===== src/rtl/rr_chipsel_arbiter_if.sv =====
// Requester/decoder-side signal bundle of the round-robin chip-select arbiter.
// All request and decoder lines are active low except a, b, busy and timeout.
interface rr_chipsel_arbiter_if;
  logic [3:0] req_l;
  logic       g_l;
  logic       a;
  logic       b;
  logic [3:0] gnt_l;
  logic       busy;
  logic       timeout;

  modport master (
    output req_l,
    input  g_l, a, b, gnt_l, busy, timeout
  );

  modport slave (
    input  req_l,
    output g_l, a, b, gnt_l, busy, timeout
  );
endinterface


===== src/rtl/rr_chipsel_arbiter.sv =====
// Four-way round-robin arbiter that drives a shared 74x139-style 2-to-4 decoder,
// with a guard cycle on both sides of each grant and a MAX_HOLD grant limit.
module rr_chipsel_arbiter #(
  parameter int unsigned MAX_HOLD = 32'd8
) (
  input  logic                 clk,
  input  logic                 reset,
  rr_chipsel_arbiter_if.slave  bus
);

  typedef enum logic [1:0] {
    IDLE    = 2'd0,
    GUARD   = 2'd1,
    GRANT   = 2'd2,
    RELEASE = 2'd3
  } state_t;

  localparam logic [7:0] HOLD_LAST = 8'(MAX_HOLD - 32'd1);

  state_t     state_r, state_s;
  logic [1:0] sel_r, sel_s;
  logic [1:0] last_r, last_s;
  logic [7:0] cnt_r, cnt_s;
  logic       g_l_r, g_l_s;
  logic [3:0] gnt_l_r, gnt_l_s;
  logic       busy_r, busy_s;
  logic       timeout_r, timeout_s;

  // First requester found scanning last+1, last+2, last+3, last.
  function automatic logic [1:0] pick(input logic [3:0] req_l_v, input logic [1:0] last_v);
    logic [1:0] idx;
    pick = last_v;
    for (int k = 4; k >= 1; k--) begin
      idx = last_v + 2'(k);
      if (!req_l_v[idx]) begin
        pick = idx;
      end
    end
  endfunction

  // Next-state logic; outputs are derived from the next state so they can be registered.
  always_comb begin
    state_s   = state_r;
    sel_s     = sel_r;
    last_s    = last_r;
    cnt_s     = cnt_r;
    timeout_s = 1'b0;
    case (state_r)
      IDLE: begin
        if (!(&bus.req_l)) begin
          sel_s   = pick(bus.req_l, last_r);
          state_s = GUARD;
        end else begin
          state_s = IDLE;
        end
      end
      GUARD: begin
        if (!bus.req_l[sel_r]) begin
          state_s = GRANT;
          cnt_s   = 8'd0;
        end else begin
          state_s = IDLE;
        end
      end
      GRANT: begin
        if (bus.req_l[sel_r]) begin
          state_s = RELEASE;
        end else if (cnt_r == HOLD_LAST) begin
          state_s   = RELEASE;
          timeout_s = 1'b1;
        end else begin
          cnt_s = cnt_r + 8'd1;
        end
      end
      RELEASE: begin
        last_s  = sel_r;
        state_s = IDLE;
      end
      default: begin
        state_s = IDLE;
      end
    endcase

    g_l_s   = (state_s != GRANT);
    gnt_l_s = (state_s == GRANT) ? ~(4'b0001 << sel_s) : 4'b1111;
    busy_s  = (state_s != IDLE);
  end

  // State, pointer, counter and output registers with synchronous reset.
  always_ff @(posedge clk) begin
    if (reset) begin
      state_r   <= IDLE;
      sel_r     <= 2'd0;
      last_r    <= 2'd3;
      cnt_r     <= 8'd0;
      g_l_r     <= 1'b1;
      gnt_l_r   <= 4'b1111;
      busy_r    <= 1'b0;
      timeout_r <= 1'b0;
    end else begin
      state_r   <= state_s;
      sel_r     <= sel_s;
      last_r    <= last_s;
      cnt_r     <= cnt_s;
      g_l_r     <= g_l_s;
      gnt_l_r   <= gnt_l_s;
      busy_r    <= busy_s;
      timeout_r <= timeout_s;
    end
  end

  assign bus.g_l     = g_l_r;
  assign bus.a       = sel_r[0];
  assign bus.b       = sel_r[1];
  assign bus.gnt_l   = gnt_l_r;
  assign bus.busy    = busy_r;
  assign bus.timeout = timeout_r;

endmodule


===== src/flat_wrapper.sv =====
// flat-port wrapper written by rule: the top's interface ports become plain ports
module rr_chipsel_arbiter_flat 
#(
  parameter int unsigned MAX_HOLD = 32'd8
)
  (clk, reset, bus_req_l, bus_g_l, bus_a, bus_b, bus_gnt_l, bus_busy, bus_timeout);
  rr_chipsel_arbiter_if bus_i ();
  input  logic clk;
  input  logic reset;
  input wire logic [$bits(bus_i.req_l)-1:0] bus_req_l;
  output wire logic [$bits(bus_i.g_l)-1:0] bus_g_l;
  output wire logic [$bits(bus_i.a)-1:0] bus_a;
  output wire logic [$bits(bus_i.b)-1:0] bus_b;
  output wire logic [$bits(bus_i.gnt_l)-1:0] bus_gnt_l;
  output wire logic [$bits(bus_i.busy)-1:0] bus_busy;
  output wire logic [$bits(bus_i.timeout)-1:0] bus_timeout;
  assign bus_i.req_l = bus_req_l;
  assign bus_g_l = bus_i.g_l;
  assign bus_a = bus_i.a;
  assign bus_b = bus_i.b;
  assign bus_gnt_l = bus_i.gnt_l;
  assign bus_busy = bus_i.busy;
  assign bus_timeout = bus_i.timeout;
  rr_chipsel_arbiter #(.MAX_HOLD(MAX_HOLD)) u_core (.clk(clk), .reset(reset), .bus(bus_i));
endmodule

===== config.mk =====
export PLATFORM = sky130hd
export DESIGN_NAME = rr_chipsel_arbiter_flat
export DESIGN_NICKNAME = d
export VERILOG_FILES = /design/src/rtl/rr_chipsel_arbiter_if.sv /design/src/rtl/rr_chipsel_arbiter.sv /design/src/flat_wrapper.sv
export SDC_FILE = /design/constraint.sdc
export NUM_CORES = 1
export LEC_CHECK = 0
export BUFFER_PORTS_ARGS = -buffer_cell sky130_fd_sc_hd__buf_4
export CAP_MARGIN = 30
export CELL_PAD_IN_SITES_DETAIL_PLACEMENT = 0
export CELL_PAD_IN_SITES_GLOBAL_PLACEMENT = 2
export CORE_AREA = 2 2 62 64
export CTS_BUF_LIST = sky130_fd_sc_hd__clkbuf_16
export CTS_CLUSTER_SIZE = 12
export DETAILED_ROUTE_END_ITERATION = 8
export DIE_AREA = 0 0 64 66
export GPL_TIMING_DRIVEN = 0
export PLACE_DENSITY_LB_ADDON = 0.08
export RECOVER_POWER = 50
export SETUP_SLACK_MARGIN = 0.05
export SLEW_MARGIN = 20
export SYNTH_ARGS = -nofsm -noshare
export SYNTH_HDL_FRONTEND = slang
export SYNTH_SLANG_ARGS = --single-unit

===== constraint.sdc =====
create_clock -name clk -period 2.25 [get_ports clk]
set_clock_uncertainty 0.2 [all_clocks]
set_input_delay 0.225 -clock clk [delete_from_list [all_inputs] [get_ports clk]]
set_output_delay 0.225 -clock clk [all_outputs]
set_load 0.01 [all_outputs]

; ---- Yosys cells after proc, flatten, opt, wreduce, memory -nomap -nowiden
; Cells that the tools add are included.
[classes]
n_bitwise = 3
eq_ne = 9
add_sub_neg = 4
mux = 23
reduce_logical = 7
n_lt_le_gt_ge = 4
shift = 1
[ops]
columns = operator, count
row1 = $mux W8, 3
row2 = $mux W2, 8
row3 = $pmux W8 S2, 1
row4 = $lt A2 B3 Y1 const B, 4
row5 = $add A8 B1 Y8 const B, 1
row6 = $bmux W1 S2, 4
row7 = $eq A8 B3 Y1 const B, 1
row8 = $ne A2 B2 Y1 const B, 4
row9 = $pmux W2 S4, 1
row10 = $reduce_and A4 Y1, 2
row11 = $eq A2 B2 Y1 const B, 3
row12 = $mux W1, 6
row13 = $add A2 B2 Y2 const B, 2
row14 = $not A4 Y4, 1
row15 = $reduce_bool A2 Y1, 2
row16 = $shl A1 B2 Y4 const A, 1
row17 = $reduce_or A3 Y1, 1
row18 = $add A2 B1 Y2 const B, 1
row19 = $eq A2 B1 Y1 const B, 1
row20 = $logic_not A2 Y1, 1
row21 = $not A1 Y1, 2
row22 = $reduce_or A2 Y1, 1
[totals]
inputBits = 6
regBits = 21
output_inout_bits = 9

; ---- Longest topological paths before layout
; Gate-level depths: netlist of the first run.
[logic_depth]
word_depth = 10
depth_mapped = 5
depth_no_buf = 5

; ---- Worst setup path after synthesis of the first run
; OpenSTA, ideal clock, no wires.
[synth_path]
path_kind = flip-flop to flip-flop
start = register u_core.sel_r[1]
end = register u_core.gnt_l_r[1], in the netlist u_core.bus.gnt_l[1]
arrival_time_ns = 1.705
path_slack_ns = 0.217
required_ns = 1.923
stages_incl_launch_ff = 5
period_less_slack_ns = 2.033
setup_ns = 0.127
n_path_buf = 0
path_cell_list = dfxtp_1 -> mux4_2 -> or2_4 -> a21oi_4 -> or3b_1
[synth_between]
elab_chain_cells = 7
[synth_rtl]
columns = item, line
row1 = start: declaration, rr_chipsel_arbiter.sv:21  ; logic [1:0] sel_r, sel_s;
row2 = start signal: assignment, rr_chipsel_arbiter.sv:102  ; sel_r <= sel_s;
row3 = $bmux W1 S2, "rr_chipsel_arbiter.sv:58, rr_chipsel_arbiter.sv:66"
row4 = $mux W1 (not written as such), "rr_chipsel_arbiter.sv:58, rr_chipsel_arbiter.sv:66"
row5 = $mux W2 (on tied branches), "rr_chipsel_arbiter.sv:66, rr_chipsel_arbiter.sv:58"
row6 = $pmux W2 S4, rr_chipsel_arbiter.sv:48  ; case (state_r)
row7 = $eq A2 B2 Y1, rr_chipsel_arbiter.sv:85  ; gnt_l_s = (state_s == GRANT) ? ~(4'b0001 << sel_s) : 4'b1111;
row8 = $not A1 Y1 (no line), n/a
row9 = $reduce_or A2 Y1 (no line), n/a
row10 = end signal: assignment, rr_chipsel_arbiter.sv:106  ; gnt_l_r <= gnt_l_s;
row11 = end: declaration, rr_chipsel_arbiter.sv:25  ; logic [3:0] gnt_l_r, gnt_l_s;
; Parallel ways exist; a longest one is shown, timed or not. The select of a mux whose other input is x is not followed.
; A chain may end at the register's enable or synchronous reset.

; ---- Worst setup path in the final report of the first run
; Ends and elaborated chain as after synthesis.

==> results of run 1 <==
==> per-stage QoR <==
stage / instance area, µm² / instances
after floorplan: 1020 / 108
after global placement: 1180 / 170
after detailed placement: 1180 / 170
after CTS: 1270 / 175
after global routing: 1240 / 176
final: 1240 / 176
==> final cells by class <==
cell class | count | area, µm²
fillers | 380 | 2310
multi-input cells | 81 | 562
flip-flops and latches | 21 | 422
repair buffers | 16 | 86.3
clock buffers | 3 | 75.1
well taps | 48 | 60.1
plain buffers | 2 | 16.3
inverters | 4 | 15.0
clock inverters | 1 | 5.00
==> per-layer routing <==
metal / routed length (µm) / track usage (%) / vias to the layer above
met3: 84 / 3.24 / 4
met5: 0 / 0 / -
met4: 51 / 8.15 / 0
li1: - / - / 430
met2: 1030 / 20.4 / 18
met1: 1000 / 13.7 / 392
==> how the worst max path moves through the flow <==
stage                                          start                        endpoint  slack, ns  cells after the start
final                     u_core.sel_r[1]$_SDFF_PP0_  u_core.bus.gnt_l[1]$_SDFF_PP1_       0.19                      4
after floorplan           u_core.sel_r[1]$_SDFF_PP0_  u_core.bus.gnt_l[1]$_SDFF_PP1_       0.22                      4
after global routing      u_core.sel_r[1]$_SDFF_PP0_  u_core.bus.gnt_l[1]$_SDFF_PP1_       0.06                      4
after global placement    u_core.sel_r[1]$_SDFF_PP0_    u_core.cnt_r[2]$_SDFFE_PP0P_       0.10                      5
after CTS                 u_core.sel_r[1]$_SDFF_PP0_  u_core.bus.gnt_l[1]$_SDFF_PP1_        0.1                      4
after detailed placement  u_core.sel_r[1]$_SDFF_PP0_  u_core.bus.gnt_l[1]$_SDFF_PP1_       0.11                      4
==> what timing repair did <==
action	4_1_cts	5_1_grt
endpoints found under the hold margin	5	0
hold buffers	1	0
resized for setup	0	1
endpoints found under the setup margin	0	4
==> cells by family (layout without fill, tap and decap cells) <==
family,count (synthesis),count (layout)
simple gates,49,49
buf+inv,6,26
xor+xnor,4,4
fa+ha+maj,1,1
compound gates,22,22
flops,21,21
mux,5,5
==> critical path: stages (launching register included) <==
cell and delay, ns:
sky130_fd_sc_hd__dfxtp_2 0.39, sky130_fd_sc_hd__mux4_2 0.56, sky130_fd_sc_hd__or2_4 0.28, sky130_fd_sc_hd__a21oi_4 0.16
sky130_fd_sc_hd__or3b_1 0.35
==> cell usage after synthesis, types with 2 or more instances <==
cell | number | share of area (%)
sky130_fd_sc_hd__o21a_1 | 2 | 1.5
sky130_fd_sc_hd__nor4_2 | 2 | 2.5
sky130_fd_sc_hd__mux2i_1 | 3 | 3.0
sky130_fd_sc_hd__nor2_1 | 11 | 4.1
sky130_fd_sc_hd__o21ai_1 | 2 | 0.98
sky130_fd_sc_hd__nand2_1 | 12 | 4.4
sky130_fd_sc_hd__a21oi_1 | 6 | 3.0
sky130_fd_sc_hd__xnor2_1 | 4 | 3.4
sky130_fd_sc_hd__nand3_1 | 7 | 3.4
sky130_fd_sc_hd__nand2b_1 | 3 | 1.8
sky130_fd_sc_hd__inv_1 | 4 | 1.5
sky130_fd_sc_hd__nor2b_1 | 2 | 1.2
sky130_fd_sc_hd__o2bb2ai_1 | 2 | 1.7
sky130_fd_sc_hd__nand4_1 | 3 | 1.8
sky130_fd_sc_hd__dfxtp_1 | 21 | 41
==> sequential cells by signal (all words and copies together), names as in the netlist <==
signal,cells
u_core.bus.timeout,1
u_core.sel_r,2
u_core.last_r,2
u_core.bus.gnt_l,4
u_core.cnt_r,8
u_core.bus.busy,1
u_core.state_r,2
u_core.bus.g_l,1
==> power breakdown <==
part           internal, mW  total [mW]  switching [mW]
combinational        0.0709       0.170          0.0989
sequential            0.392       0.412          0.0197
clock                 0.238       0.370           0.131
==> metrics list, run 1 <==
- Run status: completed
- Height of the die: ~66 µm
- Total half-perimeter wirelength after legalization and detailed placement: 1670 µm
- Number of buffers added on ports: 14
* Largest net degree at the start of global routing: 13
* Crit Path Max Fanout: 5
- Compared with the post-synthesis result, the final layout area differs by 22.0%.
- The number of nets in the synthesized netlist is approximately 120.
- The startpoint identified for the worst hold timing path is u_core.cnt_r[3]$_SDFFE_PP0P_.
- Flop2flop setup slack: between 0.15 and 0.2 ns
- Hold WS: about 0.30 ns
- Global routing used 12.3% of the available tracks across all layers.
* Top_reg_cell synth: sky130_fd_sc_hd__dfxtp_1
- Per-cell routed wire length: roughly 12 µm
- Share of final-layout standard cells stronger than drive strength 1: around 18%
- Top-level I/O count: 15
- During synthesis, Yosys emitted a total of 0 warnings.
- Reg-to-reg endpoint: u_core.bus.gnt_l[1]$_SDFF_PP1_
- Main combinational cell family by area after synthesis: simple AND/OR/NAND/NOR gates
- TritonCTS built the clock tree.
- Setup slack on the critical path of the routed design comes to ~0.19 ns.
- After the first detailed-routing iteration, the DRC count stood at 48.
- Worst VDD drop: between 0.2 and 0.25 mV
* Wire length of the first global-routing pass: around 3800 µm
* Synth Instances: 108
- CTS placed an instance of sky130_fd_sc_hd__clkbuf_16 at the clock tree root.
- The portion of synthesized area spent on multiplexers is roughly 6.3%.
- Core Util, Final: about a third
- Share of synthesized flip-flops with an asynchronous set or reset: 0%
- The final critical path takes up ~90% of the cycle.
- Type of element capturing the critical path: flip-flop
- Number of buffers added for setup after CTS: 0
- Setup Viol. Count Final: 0
- The clock passes through at most 2 buffers.
* Worst EP arrival: 2.00 ns
- STA puts the critical path data required time at 2.19 ns.
* Most frequent cells in the layout: sky130_fd_sc_hd__dfxtp_1, sky130_fd_sc_hd__nand2_1, sky130_fd_sc_hd__nor2_1, sky130_fd_sc_hd__clkbuf_1, sky130_fd_sc_hd__nand3_1
- Buffers inserted during clock tree synthesis total 3.
- Initial antenna violation count: 0
- Measured against its own limit, the worst slew margin works out to slightly below 70%.
- Detail Route Antenna Nets: 0
- The path class of the tightest hold or removal check is reg -> reg.
- Yosys mapped a number of flops with a built-in enable equal to 0.
- Summed over all cells, the static leakage comes to about 0.44 nW.
* Vias in the first global route: 826
- Summing the areas of all xor and xnor instances in the mapped netlist gives 3.44% of the synthesized area.
* Crit start category: flip-flop
- Pre-Repair DR Iteration Count: 4
- H-Tree Depth: 1
* Count of pins over their slew limit: 0
- Summed over all failing endpoints, the final setup total negative slack is 0 ns.
- Counting cells, the worst reg-to-reg path comes to 4.
* Unrepaired setup endpoints after global routing: no
- Area of the die: ~4200 µm²
- After Yosys synthesis, and, or, nand and nor cells account for 27.3% of the synthesized area.
* Synth Area in Adders: about 1.2%
* Worst hold path cell count: 2
- Weighted congestion at the end of routability-driven global placement: between 0.6 and 0.7
- The floorplan step set the die width to roughly 64 µm.
- Before CTS, the worst setup slack after placement is 0.112 ns.
- Count of nets after finishing: about 140
- Count of cell types in the netlist: 39
- Endpoint of the worst hold path: u_core.cnt_r[3]$_SDFFE_PP0P_
- For the worst-skew pair, the clock arrives at the later sink with an insertion delay of around 0.25 ns.
- Count of state elements after synthesis: 21
- Seq/Total Area, Yosys: approximately two fifths
- Routed WL: 2170 µm
- The tool flagged a number of max-cap violations equal to 0.
- Syn avg cell area: about 9.4 µm²
- After floorplanning, the core was sized to cover 3550 µm².
- In this run the power density over the cells is between 700 and 800 nW/µm².
- In this run the critical register-to-register path is launched from u_core.sel_r[1]$_SDFF_PP0_.
- Based on the critical path, the design can be clocked at up to a little under 500 MHz.
* Antenna cell count: 0
- For this configuration, the core starts out at a cell density of around 29%.
- Synth Area in Compound Gates: around 17%
- Via count: ~840
- The worst path in the final design needs a cycle of a little over 2 ns, including I/O delays and setup.
- Summing every instance area after synthesis gives just over 1000 µm².
* Most common cell after layout, fill and taps aside: sky130_fd_sc_hd__dfxtp_1
- Vias per cell: 4.80
- DRC: 0
* Row count: 22
- Final total power: around 0.95 mW
* Clock transition at the registers of the reported paths: ~0.06 ns
- Kind of critical path: reg -> reg
- The total overflow left after global routing is 0.
- The final hold violation count was 0.
* Count of clock tree sinks: 21
* Transition time at the pin with the least slew margin: about 0.47 ns
Note: power is estimated with default switching activity, not from simulation.
==> inputs of run 2 (changes only) <==
- RECOVER_POWER: 50 -> default
- SETUP_SLACK_MARGIN: 0.05 -> default
==> run 2 against run 1 <==
Net effect: clock power hardly changed; highest routed layer unchanged; utilization rose by 1.1 points; worst hold slack gained 0.0026 ns; sequential power hardly changed; sequential share of layout area decreased by 1.0 points; routed wire length down 0.46%; critical endpoint unchanged.
==> metrics list, run 2 (synthesized netlist as in run 1, its figures left out) <==
- Share of total power in combinational logic: 18.6%
* All-Layer GR Usage: approximately 12%
- Count of pins over their slew limit: 0
* Area occupied by multi-input gates: about 570 µm²
- Tightest slew margin relative to the limit: about two thirds
- Clock transition at the registers of the reported paths: roughly 0.060 ns
* Transition time at the pin with the least slew margin: between 0.4 and 0.5 ns
* Critical path cell sequence: mux4_2, or2_4, a21oi_4, or3b_1
- Of the total power, the clock network draws about 39%.
- STA classifies the critical path endpoint as a flip-flop.
- Per-cell routed wire length: around 12 µm
* Run status: completed
* Buffer depth of the longest clock path: 2
- Routed WL: ~2200 µm
* Clock period minus final worst setup slack: 2.05 ns
* Kind of critical path: reg -> reg
- Area inside the core boundary: 3550 µm²
- In this run the horizontal extent of the chip is ~64 µm.
* Portion of total power attributed to sequential cells: 42.9%
* Setup Viol. Count Final: 0
- After detailed routing, the number of remaining DRC violations is 0.
- Count of nets after finishing: about 140
- 0 antenna diodes ended up in the layout.
- Worst VDD drop: between 0.2 and 0.3 mV
- Leakage power figure: between 0.4 and 0.5 nW
* Most common cell after layout, fill and taps aside: sky130_fd_sc_hd__dfxtp_1
- For this configuration, the core starts out at a cell density of ~29%.
- Number of flip-flops under the largest register name: 8
- Clock tree from TritonCTS: built
- The congestion estimate from routability-driven global placement came to between 0.6 and 0.7.
- Placed Cells incl. Taps: between 150 and 200
- u_core.cnt_r holds more flip-flops than any other register.
* Detail Route Antenna Nets: 0
* TNS Setup: 0 ns
- Cell area power density: ~750 nW/µm²
* Most frequent cells in the layout: sky130_fd_sc_hd__dfxtp_1, sky130_fd_sc_hd__buf_4, sky130_fd_sc_hd__nand2_1, sky130_fd_sc_hd__nor2_1, sky130_fd_sc_hd__nand3_1
- Launching point of the worst reg2reg path: u_core.sel_r[1]$_SDFF_PP0_
* Sequential Area: around 420 µm²
- Final total power: 0.961 mW
* Crit start category: flip-flop
- Of the total power, the share spent switching nets is about a quarter.
- Via count: 833
- Cell Int Power: 0.710 mW
- Critical Path RT: ~2.2 ns
* Count of clock tree sinks: 21
* Row count: 22
- The final hold violation count was 0.
- Pre-Repair DR Iteration Count: 4
- Prior to clock tree synthesis, the placed netlist has a worst setup slack of between 0.1 and 0.15 ns.
- Excluding fillers, the count of instances in the completed layout stands at 176.
- The initial antenna violation count was 0.
- Setup repair after global routing left no endpoint under its margin.
- Fill cells in the final layout number approximately 370.
- Share of final-layout standard cells stronger than drive strength 1: between 20% and 30%
* H-Tree Depth: 1
* Number of buffers added by the clock tree synthesis step: 3
- Wire length of the first global-routing pass: 3820 µm
- Post-route setup slack: 0.199 ns
- From synthesis to final layout, the design area changed by 25.7%.
- Hold path startpoint: u_core.cnt_r[3]$_SDFFE_PP0P_
- Vias in the first global route: between 800 and 900
- In this run the worst path has a maximum fanout of 5.
- The floorplan step defined a die boundary enclosing around 4200 µm².
* Launching instance or port of the critical path: u_core.sel_r[1]$_SDFF_PP0_
- Worst EP arrival: about 2.0 ns
- At the later pin of the worst-skew pair, clock insertion delay measures approximately 0.25 ns.
- Number of buffers added for setup after CTS: 0
- Using the TritonRoute via totals, the vias-per-cell ratio works out to roughly 4.7.
- Total of max-cap violations: 0
* Height of the die: 66 µm
* Total half-perimeter wirelength after legalization and detailed placement: between 1500 and 2000 µm
* CTS Root Cell: sky130_fd_sc_hd__clkbuf_16
* Number of buffers added on ports: 14
* Top-level I/O count: 15
- Worst min-delay path category: reg -> reg
- For this run, the slowest stage of the critical path takes ~0.56 ns.
- The total overflow left after global routing is 0.
- Sw power: between 0.2 and 0.3 mW
* Final cycle utilization of the critical path: between 90% and 100%
- The first routing iteration left 51 violations.
- Max Freq: 488 MHz
- Largest net degree at the start of global routing: 13
- For this design, the slowest cell found on the critical path is sky130_fd_sc_hd__mux4_2.
==> run 2: layout make-up <==
type	instances	area share [%]
Sequential cell	21	33.0
Tap cell	48	4.70
Multi-Input combinational cell	81	44.2
Clock buffer	3	5.87
Clock inverter	1	0.391
Buffer	2	1.27
Inverter	4	1.17
Timing Repair Buffer	16	9.39
==> run 2: per-layer routing <==
| layer | track usage, % | up-vias | wire (µm) |
|---|---|---|---|
| met5 | 0 | - | 0 |
| met2 | 20.4 | 14 | 1030 |
| met3 | 3.24 | 4 | 75 |
| met4 | 8.15 | 0 | 51 |
| li1 | - | 429 | - |
| met1 | 13.7 | 386 | 997 |
==> run 2: per-stage QoR <==
stage               cell area (µm²)  hold slack [ns]  util [%]
floorplan                      1020           0.0941         -
global placement               1180            0.250      33.3
detailed placement             1180            0.245      33.3
CTS                            1270            0.301      35.8
global route                   1280            0.316      36.0
finish                         1280            0.298      36.0
==> run 2: worst paths after layout <==
check | end | slack [ns] | depth (start not counted)
worst min register to register | u_core.cnt_r[3]$_SDFFE_PP0P_ | 0.30 | 2
worst min-delay path | u_core.cnt_r[3]$_SDFFE_PP0P_ | 0.30 | 2
worst max register to register | u_core.bus.gnt_l[1]$_SDFF_PP1_ | 0.20 | 4
worst max-delay path | u_core.bus.gnt_l[1]$_SDFF_PP1_ | 0.20 | 4
==> run 2: power by group through the flow <==
stage          sequential (mW)  combinational (mW)  clock, mW
2_1_floorplan            0.421               0.114          0
3_3_place_gp             0.419               0.176          0
3_5_place_dp             0.419               0.177          0
4_1_cts                  0.412               0.178      0.386
5_1_grt                  0.416               0.201      0.406
6_report                 0.412               0.179      0.370
==> run 2: timing repair <==
item | CTS | global route
resized for setup | 0 | 1
endpoints found under the hold margin | 5 | 0
endpoints found under the setup margin | 0 | 1
hold buffers | 1 | 0
==> run 2: critical path, delay by kind of cell, from the launching register on <==
family / cells / cell delay [ns]
DFF: 1 / 0.38
AOI/OAI and AO/OA: 1 / 0.16
and+or+nand+nor: 2 / 0.63
muxes: 1 / 0.56
